File: config.mk
export PLATFORM = sky130hd
export DESIGN_NAME = mips_branch_predictor_flat
export DESIGN_NICKNAME = d
export VERILOG_FILES = /design/src/rtl/mips_bp_pkg.sv /design/src/rtl/mips_branch_predictor_if.sv /design/src/rtl/mips_btb_ram.sv /design/src/rtl/mips_branch_predictor.sv /design/src/flat_wrapper.sv
export SDC_FILE = /design/constraint.sdc
export NUM_CORES = 1
export LEC_CHECK = 0
export BUFFER_PORTS_ARGS = -buffer_cell sky130_fd_sc_hd__buf_4
export CORE_UTILIZATION = 60
export CTS_CLUSTER_SIZE = 10
export DETAILED_ROUTE_END_ITERATION = 8
export PLACE_DENSITY = 0.86
export SETUP_SLACK_MARGIN = 0.15
export SYNTH_ARGS = -nofsm -noshare
export SYNTH_HDL_FRONTEND = slang
export SYNTH_HIERARCHICAL = 1
export SYNTH_SLANG_ARGS = --single-unit
File: constraint.sdc
create_clock -name clk -period 4.2 [get_ports clk]
set_input_delay 0.21 -clock clk [delete_from_list [all_inputs] [get_ports clk]]
set_output_delay 0.21 -clock clk [all_outputs]
set_load 0.02 [all_outputs]
File: src/rtl/mips_bp_pkg.sv
// ============================================================================
// Module      : mips_bp_pkg
// Description : Shared types and helpers for the MIPS branch predictor slice.
// Revision    : 1.0 - initial release
// ============================================================================
`default_nettype none

package mips_bp_pkg;

    typedef enum logic [1:0] {
        SNT = 2'b00,
        WNT = 2'b01,
        WT  = 2'b10,
        ST  = 2'b11
    } bp_ctr_t;

    // BTB write-port operation; TRAIN/INV resolve hit/miss inside the array.
    typedef enum logic [1:0] {
        WOP_NONE  = 2'b00,
        WOP_WRITE = 2'b01,
        WOP_TRAIN = 2'b10,
        WOP_INV   = 2'b11
    } bp_wop_t;

    localparam int c_idx_lsb = 2;

    function automatic int idx_w(input int entries);
        return $clog2(entries);
    endfunction

    function automatic int tag_lsb(input int entries);
        return c_idx_lsb + $clog2(entries);
    endfunction

    function automatic bp_ctr_t ctr_next(input bp_ctr_t ctr, input logic taken);
        bp_ctr_t nxt;
        nxt = ctr;
        case (ctr)
            SNT: nxt = taken ? WNT : SNT;
            WNT: nxt = taken ? WT  : SNT;
            WT:  nxt = taken ? ST  : WNT;
            ST:  nxt = taken ? ST  : WT;
            default: nxt = WNT;
        endcase
        return nxt;
    endfunction

endpackage

`default_nettype wire

File: src/rtl/mips_branch_predictor_if.sv
// ============================================================================
// Module      : mips_branch_predictor_if
// Description : Fetch lookup, EX resolve and statistics bundle of the predictor.
// Revision    : 1.0 - initial release
// ============================================================================
`default_nettype none

interface mips_branch_predictor_if #(
    parameter int PC_W  = 32,
    parameter int CNT_W = 16
);
    logic [PC_W-1:0]  f_pc;
    logic             f_pred_taken;
    logic [PC_W-1:0]  f_next_pc;
    logic             ex_valid;
    logic [PC_W-1:0]  ex_pc;
    logic             ex_is_branch;
    logic             ex_is_jump;
    logic             ex_taken;
    logic [PC_W-1:0]  ex_target;
    logic             ex_pred_taken;
    logic [PC_W-1:0]  ex_pred_target;
    logic             ex_mispredict;
    logic [PC_W-1:0]  ex_redirect_pc;
    logic [CNT_W-1:0] stat_branches;
    logic [CNT_W-1:0] stat_mispredicts;

    modport master (
        output f_pc, ex_valid, ex_pc, ex_is_branch, ex_is_jump, ex_taken,
               ex_target, ex_pred_taken, ex_pred_target,
        input  f_pred_taken, f_next_pc, ex_mispredict, ex_redirect_pc,
               stat_branches, stat_mispredicts
    );

    modport slave (
        input  f_pc, ex_valid, ex_pc, ex_is_branch, ex_is_jump, ex_taken,
               ex_target, ex_pred_taken, ex_pred_target,
        output f_pred_taken, f_next_pc, ex_mispredict, ex_redirect_pc,
               stat_branches, stat_mispredicts
    );
endinterface

`default_nettype wire

File: src/rtl/mips_btb_ram.sv
// ============================================================================
// Module      : mips_btb_ram
// Description : Direct-mapped BTB array: async read, sync write, async clear.
// Revision    : 1.0 - initial release
// ============================================================================
`default_nettype none

module mips_btb_ram
    import mips_bp_pkg::*;
#(
    parameter int PC_W    = 32,
    parameter int ENTRIES = 16,
    parameter int TAG_W   = 8
) (
    input  wire logic                       clk,
    input  wire logic                       reset,
    input  wire logic [$clog2(ENTRIES)-1:0] rd_idx,
    output logic                            rd_valid,
    output logic [TAG_W-1:0]                rd_tag,
    output logic [PC_W-1:0]                 rd_target,
    output logic                            rd_pred,
    input  bp_wop_t                         wr_op,
    input  wire logic [$clog2(ENTRIES)-1:0] wr_idx,
    input  wire logic [TAG_W-1:0]           wr_tag,
    input  wire logic [PC_W-1:0]            wr_target,
    input  wire logic                       wr_taken,
    input  bp_ctr_t                         wr_ctr
);

    logic                r_valid  [ENTRIES];
    bp_ctr_t             r_ctr    [ENTRIES];
    logic [TAG_W-1:0]    r_tag    [ENTRIES];
    logic [PC_W-1:0]     r_target [ENTRIES];
    logic                w_wr_hit;

    assign rd_valid  = r_valid[rd_idx];
    assign rd_tag    = r_tag[rd_idx];
    assign rd_target = r_target[rd_idx];
    assign rd_pred   = r_ctr[rd_idx][1];

    assign w_wr_hit  = r_valid[wr_idx] && (r_tag[wr_idx] == wr_tag);

    always_ff @(posedge clk or negedge reset) begin
        if (!reset) begin
            for (int i = 0; i < ENTRIES; i++) begin
                r_valid[i] <= 1'b0;
                r_ctr[i]   <= WNT;
            end
        end else begin
            case (wr_op)
                WOP_WRITE: begin
                    r_valid[wr_idx] <= 1'b1;
                    r_ctr[wr_idx]   <= wr_ctr;
                end
                WOP_TRAIN: begin
                    if (w_wr_hit) begin
                        r_ctr[wr_idx] <= ctr_next(r_ctr[wr_idx], wr_taken);
                    end else if (wr_taken) begin
                        r_valid[wr_idx] <= 1'b1;
                        r_ctr[wr_idx]   <= WT;
                    end
                end
                WOP_INV: begin
                    if (w_wr_hit) begin
                        r_valid[wr_idx] <= 1'b0;
                    end
                end
                default: ;
            endcase
        end
    end

    // Payload needs no reset: it is only observed behind a set valid bit.
    always_ff @(posedge clk) begin
        if (reset) begin
            if ((wr_op == WOP_WRITE) || ((wr_op == WOP_TRAIN) && wr_taken)) begin
                r_tag[wr_idx]    <= wr_tag;
                r_target[wr_idx] <= wr_target;
            end
        end
    end

endmodule

`default_nettype wire

File: src/rtl/mips_branch_predictor.sv
// ============================================================================
// Module      : mips_branch_predictor
// Description : BTB-based beq/bne/j predictor with EX training and statistics.
// Revision    : 1.0 - initial release
// ============================================================================
`default_nettype none

module mips_branch_predictor
    import mips_bp_pkg::*;
#(
    parameter int PC_W    = 32,
    parameter int ENTRIES = 16,
    parameter int TAG_W   = 8,
    parameter int CNT_W   = 16
) (
    input  wire logic               clk,
    input  wire logic               reset,
    mips_branch_predictor_if.slave  bp
);

    localparam int              c_idx_w   = idx_w(ENTRIES);
    localparam int              c_tag_lsb = tag_lsb(ENTRIES);
    localparam int              c_tag_msb = c_tag_lsb + TAG_W - 1;
    localparam logic [PC_W-1:0] c_pc_step = PC_W'(4);

    logic [c_idx_w-1:0] w_f_idx;
    logic [c_idx_w-1:0] w_ex_idx;
    logic [TAG_W-1:0]   w_f_tag;
    logic [TAG_W-1:0]   w_ex_tag;
    logic               w_rd_valid;
    logic [TAG_W-1:0]   w_rd_tag;
    logic [PC_W-1:0]    w_rd_target;
    logic               w_rd_pred;
    logic               w_hit;
    logic               w_rc;
    logic               w_act_taken;
    logic [PC_W-1:0]    w_act_next;
    logic               w_mispredict;
    bp_wop_t            w_wr_op;
    logic [CNT_W-1:0]   r_stat_branches;
    logic [CNT_W-1:0]   r_stat_mispredicts;

    assign w_f_idx  = bp.f_pc[c_tag_lsb-1:c_idx_lsb];
    assign w_f_tag  = bp.f_pc[c_tag_msb:c_tag_lsb];
    assign w_ex_idx = bp.ex_pc[c_tag_lsb-1:c_idx_lsb];
    assign w_ex_tag = bp.ex_pc[c_tag_msb:c_tag_lsb];

    // Lookup is purely combinational and sees the array before this cycle's write.
    assign w_hit           = reset && w_rd_valid && (w_rd_tag == w_f_tag);
    assign bp.f_pred_taken = w_hit && w_rd_pred;
    assign bp.f_next_pc    = bp.f_pred_taken ? w_rd_target : (bp.f_pc + c_pc_step);

    assign w_rc        = bp.ex_valid && (bp.ex_is_branch || bp.ex_is_jump);
    assign w_act_taken = bp.ex_is_jump || bp.ex_taken;
    assign w_act_next  = w_act_taken ? bp.ex_target : (bp.ex_pc + c_pc_step);

    always_comb begin
        w_mispredict = 1'b0;
        if (w_rc) begin
            w_mispredict = (bp.ex_pred_taken != w_act_taken) ||
                           (w_act_taken && (bp.ex_pred_target != bp.ex_target));
        end else if (bp.ex_valid) begin
            // A predicted-taken non-branch means the BTB entry aliases this PC.
            w_mispredict = bp.ex_pred_taken;
        end
    end

    assign bp.ex_mispredict  = w_mispredict;
    assign bp.ex_redirect_pc = w_act_next;

    always_comb begin
        w_wr_op = WOP_NONE;
        if (bp.ex_valid) begin
            if (bp.ex_is_jump)         w_wr_op = WOP_WRITE;
            else if (bp.ex_is_branch)  w_wr_op = WOP_TRAIN;
            else if (bp.ex_pred_taken) w_wr_op = WOP_INV;
        end
    end

    mips_btb_ram #(
        .PC_W    (PC_W),
        .ENTRIES (ENTRIES),
        .TAG_W   (TAG_W)
    ) u_btb (
        .clk       (clk),
        .reset     (reset),
        .rd_idx    (w_f_idx),
        .rd_valid  (w_rd_valid),
        .rd_tag    (w_rd_tag),
        .rd_target (w_rd_target),
        .rd_pred   (w_rd_pred),
        .wr_op     (w_wr_op),
        .wr_idx    (w_ex_idx),
        .wr_tag    (w_ex_tag),
        .wr_target (bp.ex_target),
        .wr_taken  (bp.ex_taken),
        .wr_ctr    (ST)
    );

    always_ff @(posedge clk or negedge reset) begin
        if (!reset) begin
            r_stat_branches    <= '0;
            r_stat_mispredicts <= '0;
        end else begin
            if (w_rc && (r_stat_branches != '1)) begin
                r_stat_branches <= r_stat_branches + CNT_W'(1);
            end
            if (w_mispredict && (r_stat_mispredicts != '1)) begin
                r_stat_mispredicts <= r_stat_mispredicts + CNT_W'(1);
            end
        end
    end

    assign bp.stat_branches    = r_stat_branches;
    assign bp.stat_mispredicts = r_stat_mispredicts;

endmodule

`default_nettype wire

File: src/flat_wrapper.sv
// flat-port wrapper written by rule: the top's interface ports become plain ports
module mips_branch_predictor_flat import mips_bp_pkg::*;
#(
    parameter int PC_W    = 32,
    parameter int ENTRIES = 16,
    parameter int TAG_W   = 8,
    parameter int CNT_W   = 16
)
  (clk, reset, bp_f_pc, bp_ex_valid, bp_ex_pc, bp_ex_is_branch, bp_ex_is_jump, bp_ex_taken, bp_ex_target, bp_ex_pred_taken, bp_ex_pred_target, bp_f_pred_taken, bp_f_next_pc, bp_ex_mispredict, bp_ex_redirect_pc, bp_stat_branches, bp_stat_mispredicts);
  mips_branch_predictor_if #(.PC_W(PC_W), .CNT_W(CNT_W)) bp_i ();
  input  wire logic clk;
  input  wire logic reset;
  input wire logic [$bits(bp_i.f_pc)-1:0] bp_f_pc;
  input wire logic [$bits(bp_i.ex_valid)-1:0] bp_ex_valid;
  input wire logic [$bits(bp_i.ex_pc)-1:0] bp_ex_pc;
  input wire logic [$bits(bp_i.ex_is_branch)-1:0] bp_ex_is_branch;
  input wire logic [$bits(bp_i.ex_is_jump)-1:0] bp_ex_is_jump;
  input wire logic [$bits(bp_i.ex_taken)-1:0] bp_ex_taken;
  input wire logic [$bits(bp_i.ex_target)-1:0] bp_ex_target;
  input wire logic [$bits(bp_i.ex_pred_taken)-1:0] bp_ex_pred_taken;
  input wire logic [$bits(bp_i.ex_pred_target)-1:0] bp_ex_pred_target;
  output wire logic [$bits(bp_i.f_pred_taken)-1:0] bp_f_pred_taken;
  output wire logic [$bits(bp_i.f_next_pc)-1:0] bp_f_next_pc;
  output wire logic [$bits(bp_i.ex_mispredict)-1:0] bp_ex_mispredict;
  output wire logic [$bits(bp_i.ex_redirect_pc)-1:0] bp_ex_redirect_pc;
  output wire logic [$bits(bp_i.stat_branches)-1:0] bp_stat_branches;
  output wire logic [$bits(bp_i.stat_mispredicts)-1:0] bp_stat_mispredicts;
  assign bp_i.f_pc = bp_f_pc;
  assign bp_i.ex_valid = bp_ex_valid;
  assign bp_i.ex_pc = bp_ex_pc;
  assign bp_i.ex_is_branch = bp_ex_is_branch;
  assign bp_i.ex_is_jump = bp_ex_is_jump;
  assign bp_i.ex_taken = bp_ex_taken;
  assign bp_i.ex_target = bp_ex_target;
  assign bp_i.ex_pred_taken = bp_ex_pred_taken;
  assign bp_i.ex_pred_target = bp_ex_pred_target;
  assign bp_f_pred_taken = bp_i.f_pred_taken;
  assign bp_f_next_pc = bp_i.f_next_pc;
  assign bp_ex_mispredict = bp_i.ex_mispredict;
  assign bp_ex_redirect_pc = bp_i.ex_redirect_pc;
  assign bp_stat_branches = bp_i.stat_branches;
  assign bp_stat_mispredicts = bp_i.stat_mispredicts;
  mips_branch_predictor #(.PC_W(PC_W), .ENTRIES(ENTRIES), .TAG_W(TAG_W), .CNT_W(CNT_W)) u_core (.clk(clk), .reset(reset), .bp(bp_i));
endmodule
# == Word-level counts from Yosys, hierarchy flattened ==
# Memories as Yosys holds them, arrays and structs flattened.
# Index checks and enable logic that the tools add are counted.
# op_classes
addsub,4
multipliers,0
div,0
magnitude_cmp,3
n_eq_ne,16
shift,0
muxes,42
n_bitwise,9
n_reduce_logical,19
# op_table
cell,count
$mux W32,4
$add A32 B3 Y32 const B,2
$pmux W32 S2,1
$mux W16,3
$pmux W16 S3,1
$add A16 B1 Y16 const B,2
$and A16 B16 Y16,2
$bwmux W32,1
$ne A16 B16 Y1 const B,2
$ne A32 B32 Y1,1
$not A16 Y16,2
$or A16 B16 Y16,2
$or A32 B32 Y32,1
$mux W2,13
$bmux W2 S4,2
$eq A8 B8 Y1,2
$mux W1,12
$ge A5 B5 Y1 const B,2
$logic_and A1 B1 Y1,10
$not A4 Y5,2
$bmux W1 S4,2
$demux W2 S4,1
$eq A2 B2 Y1 const B,4
$pmux W2 S4,1
12 further kinds,18
# word_totals
regBits,80
latch_bits,0
mem_bits_rw,640
rom_bits,0
inputBits,135
output_inout_bits,98
word_cells,129
n_memories,2
# mem_list
memory,words,word_bits,read_ports,rd_clocked_by_memory_dff,write_ports,line_no,rtl
u_core.u_btb.r_target,16,32,1,0,1,mips_btb_ram.sv:33,logic [PC_W-1:0] r_target [ENTRIES];
u_core.u_btb.r_tag,16,8,2,0,1,mips_btb_ram.sv:32,logic [TAG_W-1:0] r_tag [ENTRIES];

# == Logic depth before layout (Yosys ltp) ==
# logic_depth
depth_word,11
mapped_depth,13
depth_no_buf,8

# == By module ==
# The synthesis kept the hierarchy.
# by_module_without_submodules
mod,instances,cells_per_inst,area_per_inst_um2,seq_area_each_um2
mips_btb_ram,1,1297,28361.0,20439.6
mips_branch_predictor,1,510,3674.8,800.8

# == Worst setup path after synthesis ==
# No wires, ideal clock.
# synth_path
path_kind,input-to-reg
startpoint,input port bp_ex_is_branch
endpoint,"memory u_core.u_btb.r_tag[2][0], enable pin"
setup_ps,438
arrival_ps,3506
required_time_ps,3762
setup_slack_ps,257
stages,8
path_cell_list,nor2_1 nor3b_1 nor2b_1 a21oi_1 nand2b_1 clkbuf_1 clkbuf_1 nor2_1
# synth_via
elab_chain_len,9
word_cells_on_any_way,10
# synth_lines
item,line_no,rtl
"start, declared",flat_wrapper.sv:16,input wire logic [$bits(bp_i.ex_is_branch)-1:0] bp_ex_is_branch;
$mux W2 (*),mips_branch_predictor.sv:75,else if (bp.ex_is_branch) w_wr_op = WOP_TRAIN;
$mux W2 (*),mips_branch_predictor.sv:74,if (bp.ex_is_jump) w_wr_op = WOP_WRITE;
$mux W2 (*),mips_branch_predictor.sv:73,if (bp.ex_valid) begin
net u_core.w_wr_op[1],mips_branch_predictor.sv:39,bp_wop_t w_wr_op;
$eq A2 B2 Y1,mips_btb_ram.sv:76,if ((wr_op == WOP_WRITE) || ((wr_op == WOP_TRAIN) && wr_taken)) begin
$logic_and A1 B1 Y1,mips_btb_ram.sv:76,
$logic_or A1 B1 Y1 (*),mips_btb_ram.sv:76,
$mux W1 (*),mips_btb_ram.sv:76,
$mux W1 (*),mips_btb_ram.sv:75,if (reset) begin
$mux W1 (implied by the code) (*),mips_btb_ram.sv:77,r_tag[wr_idx] <= wr_tag;
"end, declared",mips_btb_ram.sv:32,
# Mark *: on every way through the listed nets, which the timed path passes. The rest lies on a longest branch.

==> metrics.txt <==
# Max-Cap Violations=0; Post-synth EDFFs=640; initial antenna violation count=3; routed len/inst=~32 µm; vias in the first global route=20600; sequential share of the synthesized area=between 60 and 70%; Worst setup SP type=flop; outcome=completed; final worst path period share=a little over nine tenths; synth top area cells=edfxtp_1 (60%), mux4_2 (17%), dfrtp_1 (5.0%); Crit. End Element=output pin; fin cells=around 2800; Syn. warnings=6; TritonCTS clock tree=done; Post-CTS Setup Inserts=0; synthesis-to-layout area growth=17.7%; DRT antenna net count=0; row cnt=84; area of the mapped netlist=between 30000 and 40000 µm²; insertion delay to the later sink of the worst-skew pair=~0.64 ns; min-delay worst type=in2async; root buffer cell=clkbuf_16; first-pass GRT wire length=roughly 130000 µm; clk sinks=720; Synth cell types=69; Final Hold Fails=0; Post-Place Cells=roughly 2700; total core area=52700 µm²; minimum clock period=between 4 and 5 ns; Synth top area share=approximately 60%; clk slew on worst S/H paths=approximately 0.050 ns; CTS Buf Count=84; GR Overflow Total=0; number of nets in the layout=2254; gr usage total=34.8%; relative slew slack=between 40% and 50%; Arrival @ worst endpoint=around 3.8 ns; Worst EP required=3.99 ns; Starting Density=between 60% and 70%; via/cell ratio=between 7 and 8; DR vias=20500; power per cell area=about 440 nW/µm²; die span in y=between 200 and 250 µm; total wire length=just over 90000 µm; Worst IR Drop VDD=approximately 0.00032 V; slew at the pin closest to its max-slew limit=approximately 0.89 ns; # H-tree levels=3; unrepaired setup endpoints after global routing=no; fraction of layout cells with a size suffix above 1=between 30% and 40%; Final Setup Violations=0; die extent in x=between 200 and 250 µm; launch point of the worst reg-to-reg path=u_core/u_btb/r_tag[8][7]; final non-filler cell area=between 30000 and 40000 µm²; IO Port Bufs=about 230; I/O pins=233; flops & latches, synth=720; Lkg Pwr=0.0128 µW; final number of max-transition violations=0; asr flop ratio synth=11.1%; crit path kind=reg2out; crit-path max FO=55; residual DRC count=0; initial drt markers=2906; die area=about 54000 µm²; Avg Inst Size Synth=17.7 µm²; setup TNS=0 ns; Critical Path Start=u_core/u_btb/r_tag[15][0]; gpl congestion=between 0.8 and 0.9; post-synthesis cell count=between 1500 and 2000; worst hold margin=about 0.044 ns; CTS Buffer Depth=3; Placed Area=between 30000 and 40000 µm²; area leader, netlist=edfxtp_1; dominant synthesized flop cell=edfxtp_1; FILL cells=2935; dpl hpwl=about 50000 µm; largest net degree at the start of global routing=119; DR pass1 iterations=6; skew final=~0.043 ns; maximum clock frequency=~250 MHz
synthesized netlist by cell type, types with 17 or more instances:
cell and count:
mux2_2 20, xnor2_1 40, o21a_1 19, and3_1 17, mux2i_1 19, xor2_1 92
nand2_1 112, clkbuf_1 52, a21oi_1 38, dfrtp_1 64, mux4_2 247, edfxtp_1 640
nor3_1 18, nor2_1 101, o21ai_0 43, buf_1 22, nand3_1 38
routing by layer:
metal	vias to the layer above	wire length (µm)	track usage [%]
li1	7883	-	-
met1	10300	30900	45.2
met2	1934	43600	54.0
met3	452	12000	8.98
met4	4	5730	19.4
met5	-	22	0
layout make-up:
type | instances | area [µm²] | area share [%]
Clock buffer | 110 | 2240 | 5.94
Clock inverter | 12 | 156 | 0.415
Antenna cell | 2 | 5.00 | 0.0133
Inverter | 14 | 52.6 | 0.139
Tap cell | 688 | 861 | 2.28
Timing Repair Buffer | 318 | 2730 | 7.25
Sequential cell | 720 | 21200 | 56.3
Multi-Input combinational cell | 977 | 10400 | 27.6
cell families after synthesis:
family | Yosys count | share of synthesized area, %
mux | 292 | 19.0
fa+ha+maj | 5 | 0.187
other cells | 1 | 0.0117
simple gates | 375 | 5.73
xor+xnor | 133 | 3.66
compound gates | 169 | 3.53
buf+inv | 112 | 1.60
flops | 720 | 66.3
where the power goes:
| part | internal [µW] | switching (µW) | total (µW) |
|---|---|---|---|
| combinational | 812 | 1010 | 1820 |
| clock | 3770 | 2760 | 6530 |
| sequential | 8040 | 183 | 8230 |
cells in the final DEF, fill, tap and decap left out, types with 11 or more instances in the layout:
| master | Yosys | layout |
|---|---|---|
| edfxtp_1 | 640 | 640 |
| buf_4 | 6 | 256 |
| mux4_2 | 247 | 247 |
| nand2_1 | 112 | 112 |
| xor2_1 | 92 | 91 |
| nor2_1 | 101 | 85 |
| clkbuf_16 | 0 | 84 |
| dfrtp_1 | 64 | 64 |
| o21ai_0 | 43 | 43 |
| dlygate4sd3_1 | 0 | 41 |
| xnor2_1 | 40 | 40 |
| nand3_1 | 38 | 38 |
| a21oi_1 | 38 | 38 |
| clkbuf_1 | 52 | 22 |
| mux2_2 | 20 | 20 |
| o21a_1 | 19 | 19 |
| mux2i_1 | 19 | 19 |
| nor3_1 | 18 | 18 |
| buf_12 | 0 | 18 |
| and3_1 | 17 | 17 |
| nor2_4 | 1 | 17 |
| dfstp_2 | 16 | 16 |
| nand4_1 | 15 | 15 |
| nor4_1 | 16 | 15 |
| inv_1 | 14 | 14 |
| a21oi_2 | 14 | 14 |
| a41oi_1 | 12 | 12 |
| nor2b_1 | 11 | 11 |
| o22a_1 | 11 | 11 |
final timing paths:
path / to / slack (ns) / depth (start not counted)
max in group asynchronous: u_core/bp.stat_mispredicts[13] / 3.05 / 3
worst min register to register: u_core/bp.stat_branches[13] / 0.49 / 1
worst max register to register: u_core/u_btb/r_ctr[3] / 1.00 / 8
worst max-delay path: bp_f_next_pc[16] / 0.19 / 10
min in group clk: u_core/bp.stat_branches[0] / 0.17 / 4
worst min-delay path: u_core/bp.stat_branches[6] / 0.04 / 2
critical path, cell delays in order (launching register included):
cell and delay [ns]:
edfxtp_1 0.41, mux4_2 0.50, mux4_2 0.50, xnor2_1 0.23, inv_1 0.10, nor4_2 0.37, nand4_1 0.18, clkbuf_8 0.36
nor2_1 0.24, a21oi_1 0.07, buf_4 0.18
flip-flops by register name (all words and copies together), names as in the netlist, named ones only:
name,cells
u_core/u_btb/r_tag,128
u_core/bp.stat_branches,16
u_core/u_btb/r_target,512
u_core/u_btb/r_ctr,32
u_core/bp.stat_mispredicts,16
through the flow:
stage,power (µW),util (%),worst slack [ns]
2_1_floorplan,9330,-,0.257
3_3_place_gp,10000,66.2,0.716
3_5_place_dp,10100,66.2,0.602
4_1_cts,16600,71.6,0.196
5_1_grt,17000,71.6,0.121
6_report,16600,71.6,0.188
what timing repair did:
| item | in CTS | in global routing |
|---|---|---|
| setup endpoints to repair | 3 | 29 |
| cloned | 0 | 0 |
| endpoints found under the hold margin | 661 | 0 |
| hold buffers | 41 | 0 |
| resized for setup | 1 | 4 |
No activity file was read; power rests on OpenSTA's default activity.
